==> config.mk <==
export PLATFORM = sky130hd
export DESIGN_NAME = umni_controle_vaporizador
export DESIGN_NICKNAME = d
export VERILOG_FILES = /design/src/rtl/umni_controle_vaporizador.sv
export SDC_FILE = /design/constraint.sdc
export NUM_CORES = 1
export LEC_CHECK = 0
export CORE_UTILIZATION = 55
export CTS_CLUSTER_DIAMETER = 40
export DETAILED_ROUTE_END_ITERATION = 10
export GPL_ROUTABILITY_DRIVEN = 1
export HOLD_SLACK_MARGIN = 0.05
export PLACE_DENSITY_LB_ADDON = 0.1
export SLEW_MARGIN = 25
export SYNTH_ARGS = -nofsm -noshare
export SYNTH_HDL_FRONTEND = slang
export SYNTH_SLANG_ARGS = --single-unit
==> constraint.sdc <==
create_clock -name clock_geral -period 8 [get_ports clock_geral]
set_clock_uncertainty 0.15 [all_clocks]
set_input_delay 2.4 -clock clock_geral [delete_from_list [all_inputs] [get_ports clock_geral]]
set_output_delay 2.4 -clock clock_geral [all_outputs]
set_load 0.05 [all_outputs]
==> src/rtl/umni_controle_vaporizador.sv <==
// UMNI humidifier sequencer: hysteresis demand, minimum on/off times and a
// stepped power ramp advanced once per control tick.
module umni_controle_vaporizador #(
  parameter int unsigned HISTERESE           = 3,
  parameter int unsigned DIV_TICK            = 30,
  parameter int unsigned PASSO_RAMPA         = 10,
  parameter int unsigned TEMPO_MIN_LIGADO    = 8,
  parameter int unsigned TEMPO_MIN_DESLIGADO = 8
) (
  input  logic       clock_geral,
  input  logic       reset,
  input  logic [6:0] umidade_media,
  input  logic       umidade_valida,
  input  logic [6:0] umidadeRef,
  input  logic [6:0] ajuste_de_modo,
  input  logic       botao_on_off,
  output logic [6:0] pot_umidade,
  output logic       umidificador_on_off,
  output logic       umidificador_ligado,
  output logic [2:0] estado,
  output logic       erro
);

  localparam int unsigned TW = (DIV_TICK > 1) ? $clog2(DIV_TICK) : 1;
  localparam logic [7:0] POT_MAX = 8'd100;
  localparam logic [7:0] PASSO   = 8'(PASSO_RAMPA);
  localparam logic [7:0] HIST    = 8'(HISTERESE);
  localparam logic [7:0] MIN_ON  = 8'(TEMPO_MIN_LIGADO);
  localparam logic [7:0] MIN_OFF = 8'(TEMPO_MIN_DESLIGADO);

  typedef enum logic [2:0] {
    OCIOSO   = 3'd0,
    SUBINDO  = 3'd1,
    ATIVO    = 3'd2,
    DESCENDO = 3'd3
  } estado_t;

  estado_t       est;
  logic [TW-1:0] cnt_tick;
  logic [2:0]    sinc;
  logic          habilitado;
  logic          demanda;
  logic [7:0]    cont_on;
  logic [7:0]    cont_off;

  logic       tick;
  logic       subida;
  logic       ok;
  logic       fim_demanda;
  logic [7:0] media8;
  logic [7:0] ref8;
  logic [7:0] ajuste8;
  logic [7:0] pot8;
  logic [7:0] alvo;
  logic [7:0] lim_baixo;
  logic [8:0] soma_ref;
  logic [7:0] lim_alto;
  logic [7:0] pot_sobe;
  logic [7:0] pot_desce;
  logic [7:0] pot_aprox;

  // All arithmetic is done 8 bits wide with explicit saturation.
  assign media8    = {1'b0, umidade_media};
  assign ref8      = {1'b0, umidadeRef};
  assign ajuste8   = {1'b0, ajuste_de_modo};
  assign pot8      = {1'b0, pot_umidade};
  assign alvo      = (ajuste8 > POT_MAX) ? POT_MAX : ajuste8;
  assign lim_baixo = (ref8 > HIST) ? (ref8 - HIST) : 8'd0;
  assign soma_ref  = {1'b0, ref8} + {1'b0, HIST};
  assign lim_alto  = (soma_ref > 9'd127) ? 8'd127 : soma_ref[7:0];

  // One ramp step toward the target, never overshooting it.
  assign pot_sobe  = ((alvo > pot8) && ((alvo - pot8) > PASSO)) ? (pot8 + PASSO) : alvo;
  assign pot_desce = (pot8 > PASSO) ? (pot8 - PASSO) : 8'd0;
  assign pot_aprox = (pot8 <= alvo) ? pot_sobe :
                     (((pot8 - alvo) > PASSO) ? (pot8 - PASSO) : alvo);

  assign tick        = (cnt_tick == TW'(DIV_TICK - 1));
  assign subida      = sinc[1] & ~sinc[2];
  assign ok          = habilitado & ~erro;
  assign fim_demanda = ~demanda & (cont_on >= MIN_ON);

  assign estado              = est;
  assign umidificador_ligado = habilitado;

  always_ff @(posedge clock_geral or posedge reset) begin
    if (reset) begin
      est                 <= OCIOSO;
      cnt_tick            <= '0;
      sinc                <= '0;
      habilitado          <= 1'b0;
      demanda             <= 1'b0;
      erro                <= 1'b0;
      cont_on             <= '0;
      cont_off            <= MIN_OFF;
      pot_umidade         <= '0;
      umidificador_on_off <= 1'b0;
    end else begin
      cnt_tick <= tick ? '0 : (cnt_tick + TW'(1));

      // sinc[1:0] synchronize the button, sinc[2] keeps the previous level.
      sinc <= {sinc[1:0], botao_on_off};
      if (subida) habilitado <= ~habilitado;

      if (umidade_valida) begin
        if (media8 < lim_baixo)       demanda <= 1'b1;
        else if (media8 >= lim_alto)  demanda <= 1'b0;
      end

      erro <= (ajuste8 > POT_MAX) || (ref8 > POT_MAX);

      if (((est == SUBINDO) || (est == ATIVO)) && tick && (cont_on < MIN_ON))
        cont_on <= cont_on + 8'd1;

      case (est)
        OCIOSO: begin
          pot_umidade         <= '0;
          umidificador_on_off <= 1'b0;
          if (tick && (cont_off < MIN_OFF)) cont_off <= cont_off + 8'd1;
          if (ok && demanda && (cont_off == MIN_OFF)) begin
            est                 <= SUBINDO;
            cont_on             <= '0;
            umidificador_on_off <= 1'b1;
          end
        end
        SUBINDO: begin
          if (!ok || fim_demanda)  est <= DESCENDO;
          else if (pot8 == alvo)   est <= ATIVO;
          else if (tick)           pot_umidade <= 7'(pot_sobe);
        end
        ATIVO: begin
          if (!ok || fim_demanda)  est <= DESCENDO;
          else if (tick)           pot_umidade <= 7'(pot_aprox);
        end
        DESCENDO: begin
          // Renewed demand resumes the ramp without restarting the on-time.
          if (ok && demanda) begin
            est <= SUBINDO;
          end else if (pot_umidade == '0) begin
            est                 <= OCIOSO;
            cont_off            <= '0;
            umidificador_on_off <= 1'b0;
          end else if (tick) begin
            pot_umidade <= 7'(pot_desce);
          end
        end
        default: begin
          est                 <= OCIOSO;
          pot_umidade         <= '0;
          umidificador_on_off <= 1'b0;
        end
      endcase
    end
  end

endmodule
Yosys cells after proc, flatten, opt, wreduce, memory -nomap -nowiden
Cells that the tools add are included.
{ "classes": {"eq_ne": 20, "order_cmp": 14, "reduce_logical": 20, "add_sub_neg": 9, "n_mux": 37, "bitwise_logic": 8} }
{ "op_table": {"columns": ["cell", "n"], "rows": [
  ["$mux 7", 13],
  ["$mux 8", 8],
  ["$ne 2x2->1 const B", 11],
  ["$pmux 7 s3", 1],
  ["$mux 3", 6],
  ["$add 8x1->8 const B", 2],
  ["$gt 8x4->1 const B", 2],
  ["$lt 8x4->1 const B", 2],
  ["$pmux 8 s2", 1],
  ["$sub 7x7->8", 2],
  ["$gt 7x7->1 const B", 2],
  ["$pmux 3 s4", 1],
  ["$add 7x2->8 const B", 1],
  ["$eq 8x4->1 const B", 1],
  ["$ge 7x8->1", 1],
  ["$ge 8x4->1 const B", 1],
  ["$gt 8x7->1 const B", 1],
  ["$lt 7x8->1", 1],
  ["$reduce_and 4->1", 2],
  ["$reduce_and 8->1", 1],
  ["$sub 7x2->8 const B", 1],
  ["$add 7x4->7 const B", 1],
  ["$eq 7x7->1", 1],
  ["$gt 7x2->1 const B", 1],
  ["25 further kinds", 44]
]} }
{ "totals": {"regBits": 38, "input_bits": 25} }

Logic depth before layout (Yosys ltp)
Gate-level depths: netlist of the first run.
{ "depth": {"depth_word": 10, "mapped_depth": 16} }

Worst setup path after synthesis of the first run
OpenSTA, ideal clock, no wires.
{ "synth_timing": {"kind": "input to register", "from": "input ajuste_de_modo[4]", "to": "register pot_umidade[0]", "setup_slack_ps": 2456, "cell_stages": 16, "setup_time_ps": 65, "t_arrival_ps": 5328, "required_time_ps": 7785, "path_cell_list": "o311ai_4 -> nand2_1 -> inv_1 -> ha_1 -> inv_1 -> fa_1 -> a211o_1 -> o211ai_2 -> a21oi_1 -> o21a_1 -> and2_1 -> buf_4 -> a211o_1 -> a211o_1 -> a221oi_2 -> a21o_1"} }
{ "synth_between": {"elab_chain_len": 10, "elab_cells_between_ends": 21, "classes_between": "add/sub (2); order compare (5); eq/ne (2); mux (10); reduce/logical (2)"} }
{ "synth_rtl": {"columns": ["element", "line", "text"], "rows": [
  ["from (decl)", "15", "input logic [6:0] ajuste_de_modo,"],
  ["$gt 7x7->1", "67", "assign alvo = (ajuste8 > POT_MAX) ? POT_MAX : ajuste8;"],
  ["$mux 7 *", "67", null],
  ["$sub 7x7->8", "73", "assign pot_sobe = ((alvo > pot8) && ((alvo - pot8) > PASSO)) ? (pot8 + PASSO) : alvo;"],
  ["$gt 8x4->1", "73", null],
  ["$logic_and 1x1->1", "73", null],
  ["$mux 7", "73", null],
  ["$mux 7, on equally long branches", "75, 129", null],
  ["$mux 7, on equally long branches", "133, 128", null],
  ["$mux 7, on equally long branches", "132, 127", null],
  ["$pmux 7 s3", "115", "case (est)"],
  ["to (signal assigned)", "129", "else if (tick) pot_umidade <= 7'(pot_sobe);"],
  ["to (signal assigned)", "133", "else if (tick) pot_umidade <= 7'(pot_aprox);"],
  ["to (signal assigned)", "144", "pot_umidade <= 7'(pot_desce);"],
  ["to (decl)", "17", "output logic [6:0] pot_umidade,"]
]} }
Mark *: on every way between the ends. The rest lies on a longest branch, timed or not. The select of a mux whose other input is x is not followed.
A chain may end at the register's enable or synchronous reset.

Worst setup path in the final report of the first run
{ "layout_timing": {"from": "input ajuste_de_modo[6]", "to": "register pot_umidade[5]"} }
Same word-level chain as after synthesis.

==> results.tsv, run 1 <==
metric	value	unit
drtIter0Drc	278	
min-delay-start	sinc[0]	
htree_num_levels	2	
rsz0062_at_grt	no	
fin_hold_ws	0.2050	ns
path_cells	clkdlybuf4s50_1, nand2_1, o21bai_1, ha_1, nor2b_1, a311oi_2, o221ai_1, mux2i_1, nor3_4, a21boi_2, nor2_1, a2111oi_1, o22ai_1	
layout.area.seq	927.1	um2
synthFlopType	dfrtp_1	
clockRootBuffer	clkbuf_8	
yosysUniqueCellTypes	73	
r2r_setup_slack	4.33	ns
maxCapViolations	0	
finalSetupTns	0	ns
stdcell_area	0.004197	mm2
first_pass_iters	8	
ys_ff_latch	37	
overflow	0	
setup_violations	0	
cp_slowest_cell	clkdlybuf4s50_1	
hold_viol_final	0	
crit_buf_inv	1	
wl_per_cell	14.90	um
synth_edf_count	0	
status	finished with violations	
rr_worst_depth	11	
irDropWorstVdd	0.0001991	V
worst_slew_pin_slew	0.8828	ns
synth.avg_cell_area	8.240	um2
die_h	84.48	um
synth-async-reset-ratio	1.000	
critPathMaxFanout	12	
cpPeakStageDelay	0.64	ns
crit_start	ajuste_de_modo[6]	
wl_met1	3982	um
power.leakage	1.922	nW
grt_max_degree	38	
slew_viol_final	0	
min_period	6.294	ns
vias_per_cell	5.982	
nets	546	
clock-sinks	37	
multi_input_area	0.002580	mm2
slew-limit-headroom	0.4060	
ctsResizeCount	0	
die_width	84.48	um
cts_buffer_depth	2	
crit_family	compound AO/OA/AOI/OAI gates	
port_buffers	36	
syn_area	0.003741	mm2
grt_pass1_vias	3078	
holdPathStages	0	
syn_nets	522	
period_share	0.7868	
grt.total_usage	0.2472	
powerDensity	242.8	mW/mm2
vias	3326	
drc	2	
clk_latency	0.30	ns
violations	design-rule violations	
wl_met3	494	um
finalWeightedCongestion	0.9171	
cts_setup_buffers	0	
cp.required	8.01	ns
highest_layer	met4	
rr_startpoint	pot_umidade[2]	
core-area	0.006459	mm2
dpl_cell_area	0.004106	mm2
num_rows	29	
hpwl	6335	um
most-common-layout-cells	nor2_1 (44), nand2_1 (43), ha_1 (42), dfrtp_1 (36), clkdlybuf4s50_1 (36)	
io_pins	38	
worstHoldEndpoint	sinc[1]	
die-area	0.007136	mm2
endpoint_kind	flop	
reg2reg_to	pot_umidade[5]	
crit_arrival	6.31	ns
antenna_found_initial	0	
start_util	0.5792	
seq_area_frac_synth	0.2478	
dr_wl_met2	3684	um
post_layout_nonfiller_instances	556	
hp-class	reg -> reg	
syn_inst	454	
wirelength	8285	um
mostFrequentLayoutCell	nor2_1	
cts_tree	built	
dp.cells	548	
path_class	in -> reg	
numCtsBuffers	5	
ctsHoldBuffers	0	
max_freq	158.9	MHz
areaGrowthSynthToFinish	12.17	%
antenna_cells	0	
nFillCells	572	
clk_pin_slew	0.08	ns
drive_above_1_share	0.07307	
antenna_left	0	
yosysWarnings	0	
grt_pass1_wl	14280	um
start_kind	input port	
==> worst reg2reg max path, delay by kind of cell (launching register included) <==
| family | cells | cell delay [ns] |
|---|---|---|
| AOI/OAI and AO/OA | 5 | 1.56 |
| buffers and inverters | 1 | 0.14 |
| and+or+nand+nor | 3 | 0.43 |
| muxes | 1 | 0.28 |
| DFF | 1 | 0.53 |
| adders and majority gates | 1 | 0.43 |
==> power by group <==
| part | leakage (nW) | total, mW | internal (mW) | switching [mW] |
|---|---|---|---|---|
| combinational | 1.40 | 0.640 | 0.254 | 0.385 |
| clock | 0.0445 | 0.133 | 0.0618 | 0.0716 |
| sequential | 0.475 | 0.246 | 0.209 | 0.0369 |
| total | 1.92 | 1.02 | 0.525 | 0.494 |
==> cell type report <==
class,instances,area share
clock buffer,5,0.01640
clock inverter,3,0.005069
inverter,34,0.03041
multi-input combinational,362,0.6148
sequential,37,0.2209
tap,77,0.02296
timing repair buffer,38,0.08945
==> per-stage QoR <==
| stage | setup slack (ns) | power [mW] | util |
|---|---|---|---|
| 5_1_grt | 1.433 | 1.098 | 0.6497 |
| 3_5_place_dp | 1.442 | 0.8776 | 0.6358 |
| 2_1_floorplan | 2.456 | 0.7345 | - |
| 3_3_place_gp | 1.613 | 0.8658 | 0.6358 |
| 4_1_cts | 1.779 | 1.017 | 0.6497 |
| 6_report | 1.706 | 1.019 | 0.6497 |
==> cells by family after synthesis <==
family	synth area share
AND/OR/NAND/NOR	0.2007
AO/OA/AOI/OAI	0.2348
buffers and inverters	0.06254
adder cells (fa/ha/maj)	0.1458
flip-flops	0.2478
XOR/XNOR	0.06288
multiplexers	0.04448
other	0.001002
==> sequential cells by signal (all words and copies together) (netlist names) <==
register / flops
umidificador_on_off: 1
estado: 2
pot_umidade: 7
cont_off: 8
demanda: 1
sinc: 3
cont_on: 8
erro: 1
umidificador_ligado: 1
cnt_tick: 5
==> worst max path at each step <==
stage / to / cells past startpoint
3_5_place_dp: pot_umidade[5] / 13
5_1_grt: pot_umidade[5] / 13
6_report: pot_umidade[5] / 13
4_1_cts: pot_umidade[5] / 13
3_3_place_gp: pot_umidade[0] / 16
2_1_floorplan: pot_umidade[0] / 16
==> cells in the mapped netlist (2+ instances only) <==
library cell,n,area (um2)
o21a_1,5,37.54
o31ai_1,3,22.52
o211ai_1,3,22.52
nor2b_1,6,37.54
o21ai_1,7,35.03
buf_2,4,20.02
xnor2_1,14,122.6
or4_1,2,15.01
nand3_1,7,35.03
dfrtp_1,36,900.9
nand4_1,4,25.02
a211o_1,3,26.28
a31oi_1,10,62.56
nor2_1,44,165.2
nand2b_1,6,37.54
mux2i_1,5,50.05
buf_4,2,15.01
a2111oi_0,2,17.52
nand2_1,43,161.4
inv_1,34,127.6
xor2_1,11,96.34
buf_6,2,22.52
and2_1,8,50.05
a41oi_1,3,26.28
o22ai_1,3,18.77
ha_1,42,525.5
mux2_2,6,67.56
nor4_1,4,25.02
and3_1,5,31.28
clkbuf_1,13,48.80
a21o_1,7,52.55
a22o_1,5,43.79
o2111ai_1,2,17.52
o21ai_0,28,140.1
o211ai_2,2,25.02
or2_1,2,12.51
or2_2,3,18.77
o21bai_1,2,15.01
nor3_1,7,35.03
a21oi_1,26,130.1
==> per-layer routing <==
layer,GRT usage,up-vias
met2,0.3830,112
li1,-,1661
met4,0.07704,0
met1,0.3578,1537
met3,0.03638,16
met5,0,-
Power figures use the tool's default switching activity.
==> run 2: changes to the inputs <==
CORE_UTILIZATION = 53   (was 55)
clock period = 5.6 ns   (was 8 ns; I/O delays follow)
==> run 2 against run 1 <==
The run now ends clean. Sequential power up 43%. Cell count up 4.9%. Via count up 1.0%. Clock power increased by 84%. Cell area increased by 2.6%. Largest cell class unchanged.
==> results.tsv, run 2 (synthesis gave the netlist of run 1 again) <==
metric	value	unit
clk_pin_slew	0.08	ns
cp_slowest_cell	a21boi_2	
power.leakage	1.974	nW
dr_wl_met2	3818	um
finalSetupTns	0	ns
nFillCells	608	
mostFrequentLayoutCell	nor2_1	
antenna_found_initial	0	
highest_layer	met4	
clock-sinks	37	
first_pass_iters	4	
wl_met1	4138	um
setup_ws	0.3627	ns
r2r_setup_slack	2.05	ns
comb_power_share	0.607	
grt_max_degree	38	
drc	0	
hpwl	6528	um
layout.area.seq	927.1	um2
path_class	in -> reg	
hp-class	reg -> reg	
areaGrowthSynthToFinish	15.12	%
most-common-layout-cells	nor2_1 (44), nand2_1 (43), ha_1 (42), dfrtp_1 (36), clkdlybuf4s50_1 (36)	
overflow	0	
p_int	816.2	uW
clk_latency	0.30	ns
ctsResizeCount	0	
htree_num_levels	2	
min_period	5.237	ns
vias	3360	
clock_power_share	0.162	
finalWeightedCongestion	0.9145	
p_seq_frac	0.231	
die_h	86.02	um
vias_per_cell	5.763	
critPathMaxFanout	12	
antenna_cells	0	
ctsHoldBuffers	0	
crit_arrival	5.26	ns
powerDensity	352.4	mW/mm2
clockRootBuffer	clkbuf_8	
wl_per_cell	14.57	um
status	completed	
switchingPower	701.4	uW
nets	554	
numCtsBuffers	5	
start_util	0.5506	
antenna_left	0	
grt_pass1_vias	3131	
grt.total_usage	0.2453	
cts_setup_buffers	0	
period_share	0.9352	
multi_input_area	0.002580	mm2
min-delay-start	sinc[0]	
rsz0062_at_grt	no	
port_buffers	36	
cpPeakStageDelay	0.53	ns
hold_viol_final	0	
rr_startpoint	pot_umidade[2]	
irDropWorstVdd	0.0002697	V
total_power	1.518	mW
max_freq	190.9	MHz
rr_worst_depth	11	
dp.cells	575	
reg_top3	cont_off x8, cont_on x8, pot_umidade x7	
worst_slew_pin_slew	0.6515	ns
sw_frac_of_total	0.4622	
maxCapViolations	0	
drtIter0Drc	252	
reg2reg_to	pot_umidade[5]	
grt_pass1_wl	14550	um
core-area	0.006794	mm2
cts_buffer_depth	2	
setup_violations	0	
num_rows	30	
io_pins	38	
crit_path_end	pot_umidade[5]	
place_ws	0.1123	ns
endpoint_kind	flop	
crit_start	ajuste_de_modo[4]	
cp.required	5.62	ns
wl_met3	393	um
slew_viol_final	0	
slew-limit-headroom	0.5632	
drive_above_1_share	0.08624	
wirelength	8493	um
start_kind	input port	
post_layout_nonfiller_instances	583	
die_width	86.02	um
die-area	0.007399	mm2
cts_tree	built	
path_cells	clkdlybuf4s50_1, o311ai_4, nand2_1, ha_1, and3b_1, a311oi_2, xnor2_1, a2bb2oi_1, nor3_4, a21boi_2, nor2_1, a2111oi_1, o22ai_1	
-- run 2: layout make-up --
cell class / instances / share of cell area
multi-input combinational: 362 / 0.5991
sequential: 37 / 0.2153
timing repair buffer: 46 / 0.1011
inverter: 34 / 0.02963
tap: 96 / 0.02789
clock buffer: 7 / 0.02005
clock inverter: 1 / 0.006973
-- run 2: power groups by stage --
stage / Sequential, mW / Clock [mW] / Combinational (mW)
after floorplan: 0.414 / 0 / 0.635
after global placement: 0.356 / 0 / 0.893
after global routing: 0.359 / 0.261 / 1.02
after detailed placement: 0.357 / 0 / 0.907
final: 0.351 / 0.245 / 0.921
after CTS: 0.352 / 0.248 / 0.914
-- run 2: worst min path at each step --
stage / slack, ns / to / cells past startpoint
after global placement: 0.19 / sinc[1] / 0
after detailed placement: 0.19 / sinc[1] / 0
after floorplan: 0.18 / sinc[1] / 0
final: 0.21 / sinc[1] / 0
after CTS: 0.21 / sinc[1] / 0
after global routing: 0.22 / sinc[1] / 0
-- run 2: through the flow --
step | hold WS, ns | cell area (um2) | utilization
2_1_floorplan | 0.1812 | 3741 | -
3_3_place_gp | 0.1872 | 4190 | 0.6168
3_5_place_dp | 0.1911 | 4190 | 0.6168
4_1_cts | 0.2077 | 4307 | 0.6339
5_1_grt | 0.2200 | 4307 | 0.6339
6_report | 0.2064 | 4307 | 0.6339
-- run 2: per-layer routing --
layer | global-route usage | vias up
met2 | 0.3853 | 91
met1 | 0.3410 | 1578
met4 | 0.07424 | 0
met5 | 0 | -
met3 | 0.04812 | 16
li1 | - | 1675
-- run 2: critical path, delay by kind of cell --
family	cells	cell delay, ns
AO/OA/AOI/OAI	6	2.01
adder cells (fa/ha/maj)	1	0.36
AND/OR/NAND/NOR	4	0.57
XOR/XNOR	1	0.16
buffers and inverters	1	0.48
